==> config.mk <==
export PLATFORM = sky130hd
export DESIGN_NAME = alu_exec
export DESIGN_NICKNAME = d
export VERILOG_FILES = /design/src/rtl/alu_pkg.sv /design/src/rtl/alu_exec_core.sv /design/src/rtl/alu_exec.sv
export SDC_FILE = /design/constraint.sdc
export NUM_CORES = 1
export LEC_CHECK = 0
export CAP_MARGIN = 20
export CORE_UTILIZATION = 40
export CTS_CLUSTER_DIAMETER = 120
export DETAILED_ROUTE_END_ITERATION = 6
export HOLD_SLACK_MARGIN = 0.05
export PLACE_DENSITY = 0.71
export SYNTH_ARGS = -nofsm -noshare
export SYNTH_HDL_FRONTEND = slang
export SYNTH_HIERARCHICAL = 1
export SYNTH_SLANG_ARGS = --single-unit
export TNS_END_PERCENT = 1
==> constraint.sdc <==
create_clock -name clk -period 4.1 [get_ports clk]
set_clock_uncertainty 0.15 [all_clocks]
set_input_delay 0.41 -clock clk [delete_from_list [all_inputs] [get_ports clk]]
set_output_delay 0.41 -clock clk [all_outputs]
set_load 0.1 [all_outputs]
==> src/rtl/alu_pkg.sv <==
// Shared definitions for the ALU execute stage: op codes (also used by the
// opcode decoder), FSM state encoding and the flag bundle.
package alu_pkg;

  localparam logic [3:0] ALU_ADD = 4'd0;
  localparam logic [3:0] ALU_SUB = 4'd1;
  localparam logic [3:0] ALU_SFL = 4'd2;
  localparam logic [3:0] ALU_SFR = 4'd3;
  localparam logic [3:0] ALU_INC = 4'd4;
  localparam logic [3:0] ALU_DEC = 4'd5;
  localparam logic [3:0] ALU_BNE = 4'd6;
  localparam logic [3:0] ALU_BEQ = 4'd7;
  localparam logic [3:0] ALU_BLT = 4'd8;

  typedef enum logic [1:0] {
    ST_IDLE,
    ST_SHIFT,
    ST_HOLD
  } state_t;

  typedef struct packed {
    logic carry;
    logic zero;
    logic taken;
    logic illegal;
  } flags_t;

  function automatic logic is_shift(input logic [3:0] op);
    return (op == ALU_SFL) || (op == ALU_SFR);
  endfunction

endpackage

==> src/rtl/alu_exec_core.sv <==
// Combinational result and flag computation for every single-cycle op.
// Shifts are only passed through here (amount-0 case); the top iterates them.
module alu_exec_core
  import alu_pkg::*;
#(
  parameter int WIDTH = 8
) (
  input  logic [3:0]       alu_inst,
  input  logic [WIDTH-1:0] op_a,
  input  logic [WIDTH-1:0] op_b,
  output logic [WIDTH-1:0] result,
  output logic             carry,
  output logic             zero,
  output logic             taken,
  output logic             illegal
);

  localparam logic [WIDTH:0] ONE = (WIDTH+1)'(1);

  logic [WIDTH:0] sum;
  logic [WIDTH:0] diff;
  logic [WIDTH:0] inc;
  logic [WIDTH:0] dec;

  // The extra top bit carries out of ADD/INC and holds the borrow of SUB/DEC.
  assign sum  = {1'b0, op_a} + {1'b0, op_b};
  assign diff = {1'b0, op_a} - {1'b0, op_b};
  assign inc  = {1'b0, op_a} + ONE;
  assign dec  = {1'b0, op_a} - ONE;

  always_comb begin
    // NOTE: every output gets a default before the case so no path can infer a latch.
    result  = '0;
    carry   = 1'b0;
    taken   = 1'b0;
    illegal = 1'b0;
    case (alu_inst)
      ALU_ADD: begin
        result = sum[WIDTH-1:0];
        carry  = sum[WIDTH];
      end
      ALU_SUB: begin
        result = diff[WIDTH-1:0];
        carry  = diff[WIDTH];
      end
      ALU_SFL, ALU_SFR: result = op_a;
      ALU_INC: begin
        result = inc[WIDTH-1:0];
        carry  = inc[WIDTH];
      end
      ALU_DEC: begin
        result = dec[WIDTH-1:0];
        carry  = dec[WIDTH];
      end
      ALU_BNE, ALU_BEQ, ALU_BLT: begin
        result = diff[WIDTH-1:0];
        carry  = diff[WIDTH];
        if (alu_inst == ALU_BNE)      taken = (op_a != op_b);
        else if (alu_inst == ALU_BEQ) taken = (op_a == op_b);
        else                          taken = diff[WIDTH];
      end
      default: illegal = 1'b1;
    endcase
    zero = (result == '0);
  end

endmodule

==> src/rtl/alu_exec.sv <==
// ALU execute stage: valid/ready handshake, one op in flight, single-cycle
// ops via alu_exec_core and bit-serial shifts (one position per cycle).
module alu_exec
  import alu_pkg::*;
#(
  parameter int WIDTH = 8
) (
  input  logic             clk,
  input  logic             rst_n,
  input  logic             in_valid,
  output logic             in_ready,
  input  logic [3:0]       alu_inst,
  input  logic [WIDTH-1:0] op_a,
  input  logic [WIDTH-1:0] op_b,
  input  logic             flush,
  output logic             out_valid,
  input  logic             out_ready,
  output logic [WIDTH-1:0] result,
  output logic             carry,
  output logic             zero,
  output logic             taken,
  output logic             illegal
);

  localparam int SHW = $clog2(WIDTH);
  localparam logic [SHW-1:0] CNT_ONE = SHW'(1);

  state_t           state;
  logic [SHW-1:0]   count;
  logic [WIDTH-1:0] work;
  logic             shift_left;
  flags_t           flags_q;

  logic [WIDTH-1:0] core_result;
  logic             core_carry;
  logic             core_zero;
  logic             core_taken;
  logic             core_illegal;
  logic [WIDTH-1:0] work_next;
  logic [SHW-1:0]   shift_amt;
  logic             accept;

  alu_exec_core #(.WIDTH(WIDTH)) u_core (
    .alu_inst (alu_inst),
    .op_a     (op_a),
    .op_b     (op_b),
    .result   (core_result),
    .carry    (core_carry),
    .zero     (core_zero),
    .taken    (core_taken),
    .illegal  (core_illegal)
  );

  // HOLD frees up in the same cycle the consumer takes the result.
  assign in_ready  = (state == ST_IDLE) || ((state == ST_HOLD) && out_ready);
  assign accept    = in_valid && in_ready;
  assign shift_amt = op_b[SHW-1:0];
  assign work_next = shift_left ? (work << 1) : (work >> 1);

  assign carry   = flags_q.carry;
  assign zero    = flags_q.zero;
  assign taken   = flags_q.taken;
  assign illegal = flags_q.illegal;

  // NOTE: state updates use non-blocking assignments; rst_n is asynchronous and clears everything.
  always_ff @(posedge clk or negedge rst_n) begin
    if (!rst_n) begin
      state      <= ST_IDLE;
      count      <= '0;
      work       <= '0;
      shift_left <= 1'b0;
      out_valid  <= 1'b0;
      result     <= '0;
      flags_q    <= '0;
    end else if (flush) begin
      state     <= ST_IDLE;
      out_valid <= 1'b0;
    end else begin
      case (state)
        ST_SHIFT: begin
          work  <= work_next;
          count <= count - CNT_ONE;
          if (count == CNT_ONE) begin
            state     <= ST_HOLD;
            out_valid <= 1'b1;
            result    <= work_next;
            flags_q   <= '{carry: 1'b0, zero: (work_next == '0), taken: 1'b0, illegal: 1'b0};
          end
        end
        default: begin
          if (accept) begin
            if (is_shift(alu_inst) && (shift_amt != '0)) begin
              state      <= ST_SHIFT;
              work       <= op_a;
              count      <= shift_amt;
              shift_left <= (alu_inst == ALU_SFL);
              out_valid  <= 1'b0;
            end else begin
              state     <= ST_HOLD;
              out_valid <= 1'b1;
              result    <= core_result;
              flags_q   <= '{carry: core_carry, zero: core_zero,
                             taken: core_taken, illegal: core_illegal};
            end
          end else if (out_ready) begin
            state     <= ST_IDLE;
            out_valid <= 1'b0;
          end
        end
      endcase
    end
  end

endmodule

==> flow_metrics.py, run 1 <==
metrics = {
    "synthesis": {
        "yosys.area_share.simple": 0.2232,
        "synth.net_count": 403,
        "synth_seq_cells": 26,
        "ys_warn_count": 6,
        "synth_top_family_by_area": "compound AO/OA/AOI/OAI gates",
        "synth_edf_count": 0,
        "synth_adder_area_share": 0.1039,
        "syn_area_per_cell_um2": 8.212,
        "synthFlopType": "dfrtp_1",
        "synth_async_sr_flop_share": 1.000,
        "yosysSeqAreaShare": 0.2232,
        "synth_compound_area_frac": 0.2721,
        "synth-xor-area-share": 0.02403,
        "synthTopCellsByArea": "dfrtp_1 22%, ha_1 9.0%, o21ai_0 6.7%",
        "synth_top_area_share": 0.2232,
        "netlist_instances": 355,
        "synth.cell_area_um2": 2915,
        "synth_area_leader_cell": "dfrtp_1",
        "synth_mux_area_frac": 0.07639,
        "yosysUniqueCellTypes": 71,
    },
    "clocking": {
        "max-clock-path-buffers": 2,
        "cts_tree": "built",
        "clock_latency_ps": 280,
        "cts_resized": 0,
        "cts_sinks": 26,
        "htreeDepth": 1,
        "postCtsSetupBuffers": 0,
        "clk_pin_slew_ps": 90,
        "cts_hold_buf": 0,
        "cts_buffers": 3,
        "cts_root_buf": "clkbuf_8",
    },
    "detailed_routing": {
        "drt_wl_total_um": 7667,
        "drt-wirelength-per-cell_um": 15.87,
        "postRouteAntennaNets": 0,
        "num_vias": 2834,
        "dr.first_iter.drc_count": 221,
        "drc": 0,
        "vias_per_cell": 5.867,
        "first_pass_iters": 5,
    },
    "floorplanning": {
        "fp.dieH_um": 87.37,
        "initial_core_util": 0.4221,
        "die-area_um2": 7634,
        "die_x_um": 87.37,
        "coreArea_um2": 6907,
        "rows": 30,
        "io_pins": 39,
    },
    "placed_design": {
        "hpwlAfterDp_um": 5819,
        "place_congestion": 0.8754,
        "dpl_cell_area_um2": 3367,
        "placed_cells": 478,
        "portBuffers": 38,
    },
    "worst_setup_path": {
        "crit_fanout": 9,
        "r2r_cells": 4,
        "critical_path_required_ps": 4180,
        "critPathKind": "in2reg",
        "crit_path_start_kind": "input pin",
        "timing.rr.end": "result[7]",
        "critPathCaptureType": "register",
        "reg2reg_slack_ps": 1630,
        "arrival_ps": 3490,
        "r2r_start": "state[0]",
    },
    "timing": {
        "drv_slew": 0,
        "hold_violations": 0,
        "finalCritPeriodShare": 0.8331,
        "final-setup-viol-count": 0,
        "rsz0062_at_grt": "no",
        "tns_ps": 0,
        "fmax_mhz": 292.8,
        "max_slew_margin": 0.3536,
        "hold_ws_ps": 291.9,
        "finalCriticalPeriod_ps": 3416,
        "tightest_slew_ps": 966.6,
    },
    "cells_and_area": {
        "num-nets-final": 436,
        "syn_to_final_growth_pct": 18.33,
        "layout_commonest_cell": "o21ai_0",
        "regArea_um2": 650.6,
        "n_antenna_cell": 0,
        "finalNonFillerCells": 483,
        "drive_above_1_share": 0.09819,
        "fillers": 660,
        "multiInputGateArea_um2": 2039,
        "fin_area_um2": 3450,
        "layout_common_cells": "39 x o21ai_0, 38 x clkdlybuf4s50_1, 29 x inv_1",
    },
    "power": {
        "internal_power_w": 0.0006250,
        "switching_power_w": 0.0005905,
        "power_w": 0.001216,
        "clockPowerShare": 0.143,
        "ir_drop_v": 0.0001194,
        "p_leak_nw": 1.452,
        "seqPwrFrac": 0.304,
        "p_per_area_nw_per_um2": 352.4,
        "p_sw_frac": 0.4858,
        "pwr-share-comb": 0.553,
    },
    "global_route": {
        "grt_overflow": 0,
        "grt_pass1_vias": 2579,
        "grt_max_degree": 26,
        "antenna_found_initial": 0,
        "grt_pass1_wl_um": 12480,
        "grt_usage": 0.2064,
    },
    "run": {
        "maxCapViolations": 0,
    },
    "worst_hold_path": {
        "hold_class": "in2async",
    },
    "status": {
        "status": "finished clean",
    },
}
==> flip-flops by register name, indices dropped and copies added (netlist names) <==
signal,count
count,3
taken,1
illegal,1
state,1
carry,1
result,8
out_valid,1
work,8
shift_left,1
zero,1
==> layout make-up <==
cell class | count | area share
well taps | 96 | 0.03482
multi-input cells | 280 | 0.5912
clock buffers | 4 | 0.01596
repair buffers | 48 | 0.1378
inverters | 29 | 0.03156
flip-flops and latches | 26 | 0.1886
==> worst max path at each step <==
stage	startpoint	to	slack, ps	cells after the start
2_1_floorplan	out_valid	in_ready	1090	1
3_3_place_gp	op_a[1]	zero	480	11
3_5_place_dp	op_a[1]	zero	440	11
4_1_cts	op_a[1]	zero	720	11
5_1_grt	op_a[1]	zero	570	11
6_report	op_a[0]	zero	680	12
==> synth_stat cells, types with 3 or more instances <==
cell type	instances
o21ai_0	39
inv_1	29
dfrtp_1	26
nand2_1	22
a21oi_1	21
ha_1	21
nor2_1	19
mux2i_1	14
nand2b_1	11
nand3_1	10
buf_2	9
nor3_1	7
clkbuf_1	6
nand4_1	6
a21o_1	5
xnor2_1	5
a221oi_1	4
a22o_1	4
a31oi_1	4
and3_1	4
mux2_4	4
nand3b_1	4
nor2b_1	4
o211ai_1	4
or3_1	4
a221o_1	3
buf_6	3
nor4_1	3
or4_1	3
xor2_1	3
==> cell families (layout without fill, tap and decap cells) <==
| group | after synthesis | count (layout) |
|---|---|---|
| AOI/OAI and AO/OA | 116 | 116 |
| muxes | 20 | 20 |
| xor gates and xnor gates | 8 | 8 |
| and+or+nand+nor | 113 | 113 |
| buffers and inverters | 49 | 81 |
| DFF | 26 | 26 |
| adders and majority gates | 23 | 23 |
==> critical path, cell delays in order <==
cell and delay [ps]:
clkdlybuf4s50_1 680, ha_1 240, fa_1 400, or4b_2 200
o211ai_1 100, a22o_1 270, or3_1 370, or3_1 320
nor4_2 150, nand2_1 80, o21ai_0 90, mux2_4 160
==> layer usage <==
metal  track usage  up-vias  wire, µm
met4       0.08048        0       204
li1              -     1370         -
met1        0.2776     1346      3566
met2        0.3388      101      3523
met3       0.02085       17       373
met5             0        -         0
==> power by group through the flow <==
stage | registers (W) | logic (W) | clock network [W]
after floorplan | 0.000602 | 0.000259 | 0
after global placement | 0.000372 | 0.000657 | 0
after detailed placement | 0.000374 | 0.000664 | 0
after CTS | 0.000369 | 0.000668 | 0.000172
after global routing | 0.000378 | 0.000718 | 0.000183
final | 0.000369 | 0.000673 | 0.000173
==> through the flow <==
| step | worst slack, ps | util |
|---|---|---|
| 6_report | 684.2 | 0.4995 |
| 5_1_grt | 565.2 | 0.4995 |
| 4_1_cts | 718.8 | 0.4955 |
| 3_5_place_dp | 435.1 | 0.4875 |
| 3_3_place_gp | 477.6 | 0.4875 |
| 2_1_floorplan | 1087 | - |
No activity file was read; power rests on OpenSTA's default activity.
==> run 2: changes to the inputs <==
--- a/config.mk
+++ b/config.mk
@@ -10,7 +10,7 @@
 export CTS_CLUSTER_DIAMETER = 120
 export DETAILED_ROUTE_END_ITERATION = 6
 export HOLD_SLACK_MARGIN = 0.05
-export PLACE_DENSITY = 0.71
+export PLACE_DENSITY = 0.73
 export SYNTH_ARGS = -nofsm -noshare
 export SYNTH_HDL_FRONTEND = slang
 export SYNTH_HIERARCHICAL = 1
==> constraint.sdc (replaced) <==
create_clock -name clk -period 3 [get_ports clk]
set_clock_uncertainty 0.15 [all_clocks]
set_input_delay 0.3 -clock clk [delete_from_list [all_inputs] [get_ports clk]]
set_output_delay 0.3 -clock clk [all_outputs]
set_load 0.1 [all_outputs]
==> run 2 against run 1 <==
- routed wire length is 11% higher
- combinational power is 48% higher
- critical path depth is 1 higher
- largest power group unchanged
- largest cell class unchanged
- highest routed layer unchanged
==> flow_metrics.py, run 2 (synthesized netlist as in run 1, its figures left out) <==
metrics = {
    "floorplanning": {
        "rows": 30,
        "fp.dieH_um": 87.37,
        "initial_core_util": 0.4221,
        "io_pins": 39,
        "die_x_um": 87.37,
        "coreArea_um2": 6907,
        "die-area_um2": 7634,
    },
    "timing": {
        "fin_ws_ps": 83.02,
        "max_slew_margin": 0.6372,
        "final-setup-viol-count": 0,
        "drv_slew": 0,
        "fmax_mhz": 342.8,
        "tightest_slew_ps": 544.2,
        "finalCriticalPeriod_ps": 2917,
        "hold_violations": 0,
        "finalCritPeriodShare": 0.9723,
    },
    "detailed_routing": {
        "num_vias": 3035,
        "drt_wl_total_um": 8480,
        "first_pass_iters": 5,
        "dr.first_iter.drc_count": 269,
        "postRouteAntennaNets": 0,
        "vias_per_cell": 5.716,
        "drt-wirelength-per-cell_um": 15.97,
        "drc": 0,
    },
    "global_route": {
        "grt_max_degree": 27,
        "gr-usage-met1": 0.3078,
        "antenna_found_initial": 0,
        "grt_pass1_wl_um": 13630,
        "grt_usage": 0.2255,
        "use_met2": 0.3821,
        "grt_overflow": 0,
        "gr-usage-met3": 0.01517,
        "grt_busiest_layer": "met2",
        "grt_pass1_vias": 2815,
    },
    "clocking": {
        "cts_buffers": 3,
        "cts_tree": "built",
        "clock_latency_ps": 270,
        "cts_sinks": 26,
        "max-clock-path-buffers": 2,
        "cts_root_buf": "clkbuf_8",
        "clk_pin_slew_ps": 90,
        "htreeDepth": 1,
    },
    "power": {
        "power_w": 0.001733,
        "ir_drop_v": 0.0001758,
        "p_per_area_nw_per_um2": 450.5,
        "p_leak_nw": 1.729,
    },
    "worst_setup_path": {
        "critical_path_required_ps": 3070,
        "arrival_ps": 2990,
        "path_cells": "clkdlybuf4s50_1 -> inv_1 -> ha_4 -> buf_4 -> nor3b_4 -> nor3_2 -> nand2b_1 -> and3_1 -> or4_4 -> nor4_4 -> nand2_1 -> o21ai_1 -> mux2_4",
        "r2r_start": "state[0]",
        "timing.critical_path.slowest_cell_delay_ps": 500,
        "reg2reg_slack_ps": 720,
        "crit_path_start_kind": "input pin",
        "timing.rr.end": "zero",
        "crit_start": "op_b[2]",
        "crit_slowest_cell": "clkdlybuf4s50_1",
        "r2r_cells": 4,
        "critPathKind": "in2reg",
        "critPathCaptureType": "register",
        "crit_fanout": 4,
    },
    "cells_and_area": {
        "top_regs": "result (8), work (8), count (3)",
        "drive_above_1_share": 0.2621,
        "layout_common_cells": "71 x buf_4, 38 x o21ai_0, 29 x inv_1",
        "layout_commonest_cell": "buf_4",
        "fin_area_um2": 3847,
        "num-nets-final": 484,
        "syn_to_final_growth_pct": 31.97,
        "n_antenna_cell": 0,
    },
    "placed_design": {
        "dpl_cell_area_um2": 3670,
        "portBuffers": 38,
        "place_congestion": 0.9130,
        "place_ws_ps": -392.5,
        "hpwlAfterDp_um": 6494,
    },
    "worst_hold_path": {
        "hold_class": "in2async",
    },
    "status": {
        "status": "finished clean",
    },
    "run": {
        "maxCapViolations": 0,
    },
}
==> run 2: critical path, delay by kind of cell <==
kind	cells	cell delay, ps
simple gates	7	1470
fa+ha+maj	1	230
mux	1	150
buf+inv	3	720
compound gates	1	100
==> run 2: metrics by stage <==
step / instances / setup TNS (ps) / utilization / hold slack [ps]
after floorplan: 355 / 0 / - / -145.6
after global placement: 523 / -432.4 / 0.5313 / 348.0
after detailed placement: 523 / -594.8 / 0.5313 / 347.3
after CTS: 529 / 0 / 0.5449 / 248.0
after global routing: 531 / -6.384 / 0.5571 / 259.8
final: 531 / 0 / 0.5571 / 235.5
==> run 2: timing repair <==
action	CTS	global route
buffers inserted	2	2
hold buffers	0	0
endpoints found under the hold margin	0	0
endpoints found under the setup margin	1	1
gates resized for setup	10	17
pin swaps	4	2
==> run 2: metal layers <==
| metal | share of wire | vias up |
|---|---|---|
| met1 | 0.45 | 1446 |
| met2 | 0.47 | 115 |
| met4 | 0.016 | 0 |
| met5 | 0 | - |
| li1 | - | 1459 |
| met3 | 0.055 | 15 |
==> run 2: layout make-up <==
| class | instances | area, µm² |
|---|---|---|
| clock buffers | 4 | 55.05 |
| inverters | 29 | 108.9 |
| repair buffers | 96 | 783.3 |
| fillers | 650 | 3059 |
| well taps | 96 | 120.1 |
| multi-input cells | 280 | 2130 |
| flip-flops and latches | 26 | 650.6 |
==> run 2: worst max path at each step <==
| stage | to | cells after the start |
|---|---|---|
| final | zero | 13 |
| after global routing | zero | 13 |
| after CTS | zero | 12 |
| after detailed placement | zero | 12 |
| after global placement | zero | 12 |
| after floorplan | in_ready | 1 |
==> run 2: where the power goes <==
group | leakage (nW) | switching (W) | total [W] | internal, W
clock network | 0.0288 | 0.000114 | 0.000231 | 0.000118
logic | 1.37 | 0.000652 | 0.000996 | 0.000344
registers | 0.328 | 0.0000684 | 0.000507 | 0.000438
==> run 3: changes to the inputs <==
--- a/config.mk
+++ b/config.mk
@@ -5,7 +5,7 @@
 export SDC_FILE = /design/constraint.sdc
 export NUM_CORES = 1
 export LEC_CHECK = 0
-export CAP_MARGIN = 20
+export CORE_ASPECT_RATIO = 1.75
 export CORE_UTILIZATION = 40
 export CTS_CLUSTER_DIAMETER = 120
 export DETAILED_ROUTE_END_ITERATION = 6
==> run 3 against run 2 <==
- combinational power fell by 0.6%
- sequential share of layout area rose by 0.061 points
- clock-buffer cell count fell by 1
- global-route usage rose by 2.4 points
- critical path depth fell by 1
- setup slack improved by 25 ps
- critical path type unchanged
- critical endpoint unchanged
- largest cell class unchanged
- largest power group unchanged
==> flow_metrics.py, run 3 (synthesized netlist as in run 1, its figures left out) <==
metrics = {
    "status": {
        "status": "finished clean",
    },
    "clocking": {
        "clk_pin_slew_ps": 70,
        "htreeDepth": 1,
        "clock_latency_ps": 270,
        "cts_hold_buf": 0,
        "cts_tree": "built",
        "cts_root_buf": "clkbuf_16",
        "cts_sinks": 26,
        "max-clock-path-buffers": 2,
        "cts_buffers": 3,
    },
    "timing": {
        "fmax_mhz": 345.7,
        "hold_violations": 0,
        "finalCriticalPeriod_ps": 2892,
        "drv_slew": 0,
        "tightest_slew_ps": 652.8,
        "max_slew_margin": 0.5639,
        "finalCritPeriodShare": 0.9642,
        "final-setup-viol-count": 0,
        "hold_ws_ps": 249.5,
    },
    "placed_design": {
        "hpwlAfterDp_um": 7156,
        "place_congestion": 0.9438,
        "portBuffers": 38,
        "placed_cells": 510,
    },
    "floorplanning": {
        "fp.dieH_um": 114.9,
        "io_pins": 39,
        "initial_core_util": 0.4191,
        "rows": 40,
        "coreArea_um2": 6957,
        "die_x_um": 66.54,
        "die-area_um2": 7647,
    },
    "power": {
        "ir_drop_v": 0.0003246,
        "p_per_area_nw_per_um2": 494.0,
        "p_leak_nw": 1.743,
    },
    "detailed_routing": {
        "drt-wirelength-per-cell_um": 17.54,
        "drc": 0,
        "first_pass_iters": 4,
        "vias_per_cell": 5.934,
        "dr.first_iter.drc_count": 201,
        "drt_wl_total_um": 9031,
        "postRouteAntennaNets": 0,
        "num_vias": 3056,
    },
    "global_route": {
        "grt_usage": 0.2491,
        "grt_pass1_wl_um": 14360,
        "antenna_found_initial": 0,
        "grt_max_degree": 27,
        "grt_overflow": 0,
        "grt_pass1_vias": 3050,
    },
    "worst_hold_path": {
        "hold_class": "in2async",
    },
    "worst_setup_path": {
        "crit_path_start_kind": "input pin",
        "crit_fanout": 4,
        "critPathKind": "in2reg",
        "critical_path_required_ps": 3060,
        "arrival_ps": 2960,
        "critPathCaptureType": "register",
    },
    "cells_and_area": {
        "num-nets-final": 480,
        "drive_above_1_share": 0.2599,
        "layout_common_cells": "66 x buf_4, 38 x o21ai_0, 28 x inv_1",
        "n_antenna_cell": 0,
        "syn_to_final_growth_pct": 31.50,
        "finalNonFillerCells": 515,
        "top_regs": "result (8), work (8), count (3)",
        "layout_commonest_cell": "buf_4",
        "fillers": 660,
    },
    "run": {
        "maxCapViolations": 0,
    },
}
==> run 3: cell count changes in the layout (fill, tap and decap cells not counted), moves of 2 or more <==
cell,change
clkdlybuf4s50_1,-2
nor3b_4,-2
dlygate4sd2_1,-2
buf_4,-5
dlymetal6s2s_1,+2
clkbuf_8,-4
clkbuf_2,+3
clkbuf_16,+3
nor3b_2,+2
==> run 3: metrics by stage <==
| step | power, W | setup WS, ps | area [µm²] | util | TNS [ps] |
|---|---|---|---|---|---|
| 5_1_grt | 0.001975 | -8.902 | 3834 | 0.5511 | -8.902 |
| 4_1_cts | 0.001878 | 35.44 | 3774 | 0.5424 | 0 |
| 3_5_place_dp | 0.001479 | -388.0 | 3647 | 0.5243 | -1038 |
| 6_report | 0.001894 | 107.5 | 3834 | 0.5511 | 0 |
| 3_3_place_gp | 0.001462 | -324.2 | 3647 | 0.5243 | -876.9 |
| 2_1_floorplan | 0.001176 | 97.39 | 2915 | - | 0 |
==> run 3: cell type report <==
| cell class | instances | area [µm²] | area share |
|---|---|---|---|
| Clock buffer | 3 | 75.07 | 0.01958 |
| Inverter | 29 | 108.9 | 0.02839 |
| Clock inverter | 1 | 30.03 | 0.007833 |
| Multi-Input combinational cell | 280 | 2115 | 0.5516 |
| Sequential cell | 26 | 650.6 | 0.1697 |
| Tap cell | 84 | 105.1 | 0.02742 |
| Timing Repair Buffer | 92 | 749.5 | 0.1955 |
==> run 3: path summary, 6_finish.rpt <==
path                            slack (ps)        end      from  cells past startpoint
worst max-delay path                   110       zero   op_b[1]                     12
worst min-delay path                   250  result[2]     rst_n                      2
worst max register to register         710  result[0]  state[0]                      4
worst min register to register         360      taken     taken                      1
max in group asynchronous             2190  out_valid     rst_n                      2
min in group clk                       360      taken     taken                      1
==> run 3: power by group <==
part           internal [W]  leakage, nW  total, W  switching (W)
registers          0.000439        0.328  0.000509      0.0000696
logic              0.000340         1.36  0.000990       0.000650
clock network      0.000266       0.0511  0.000395       0.000129
total               0.00104         1.74   0.00189       0.000849
==> run 3: metal layers <==
metal	vias to the layer above	share of wire	global-route usage
li1	1458	-	-
met1	1454	0.36	0.2497
met4	0	0.079	0.2128
met5	-	0	0
met2	103	0.53	0.4537
met3	41	0.031	0.01091
==> run 3: worst max-delay path, cell delays in order <==
cell and delay (ps):
dlygate4sd2_1 320, inv_1 90, buf_4 140, fa_1 450, xnor2_2 220, o211ai_1 130, or3_1 330, or3_4 380
nor4_4 260, nand2_1 70, o21ai_1 100, mux2_4 160
==> run 3: what timing repair did <==
item | in CTS | in global routing
pin swaps | 0 | 7
resized for setup | 9 | 23
setup endpoints to repair | 1 | 2
buffers inserted | 0 | 1
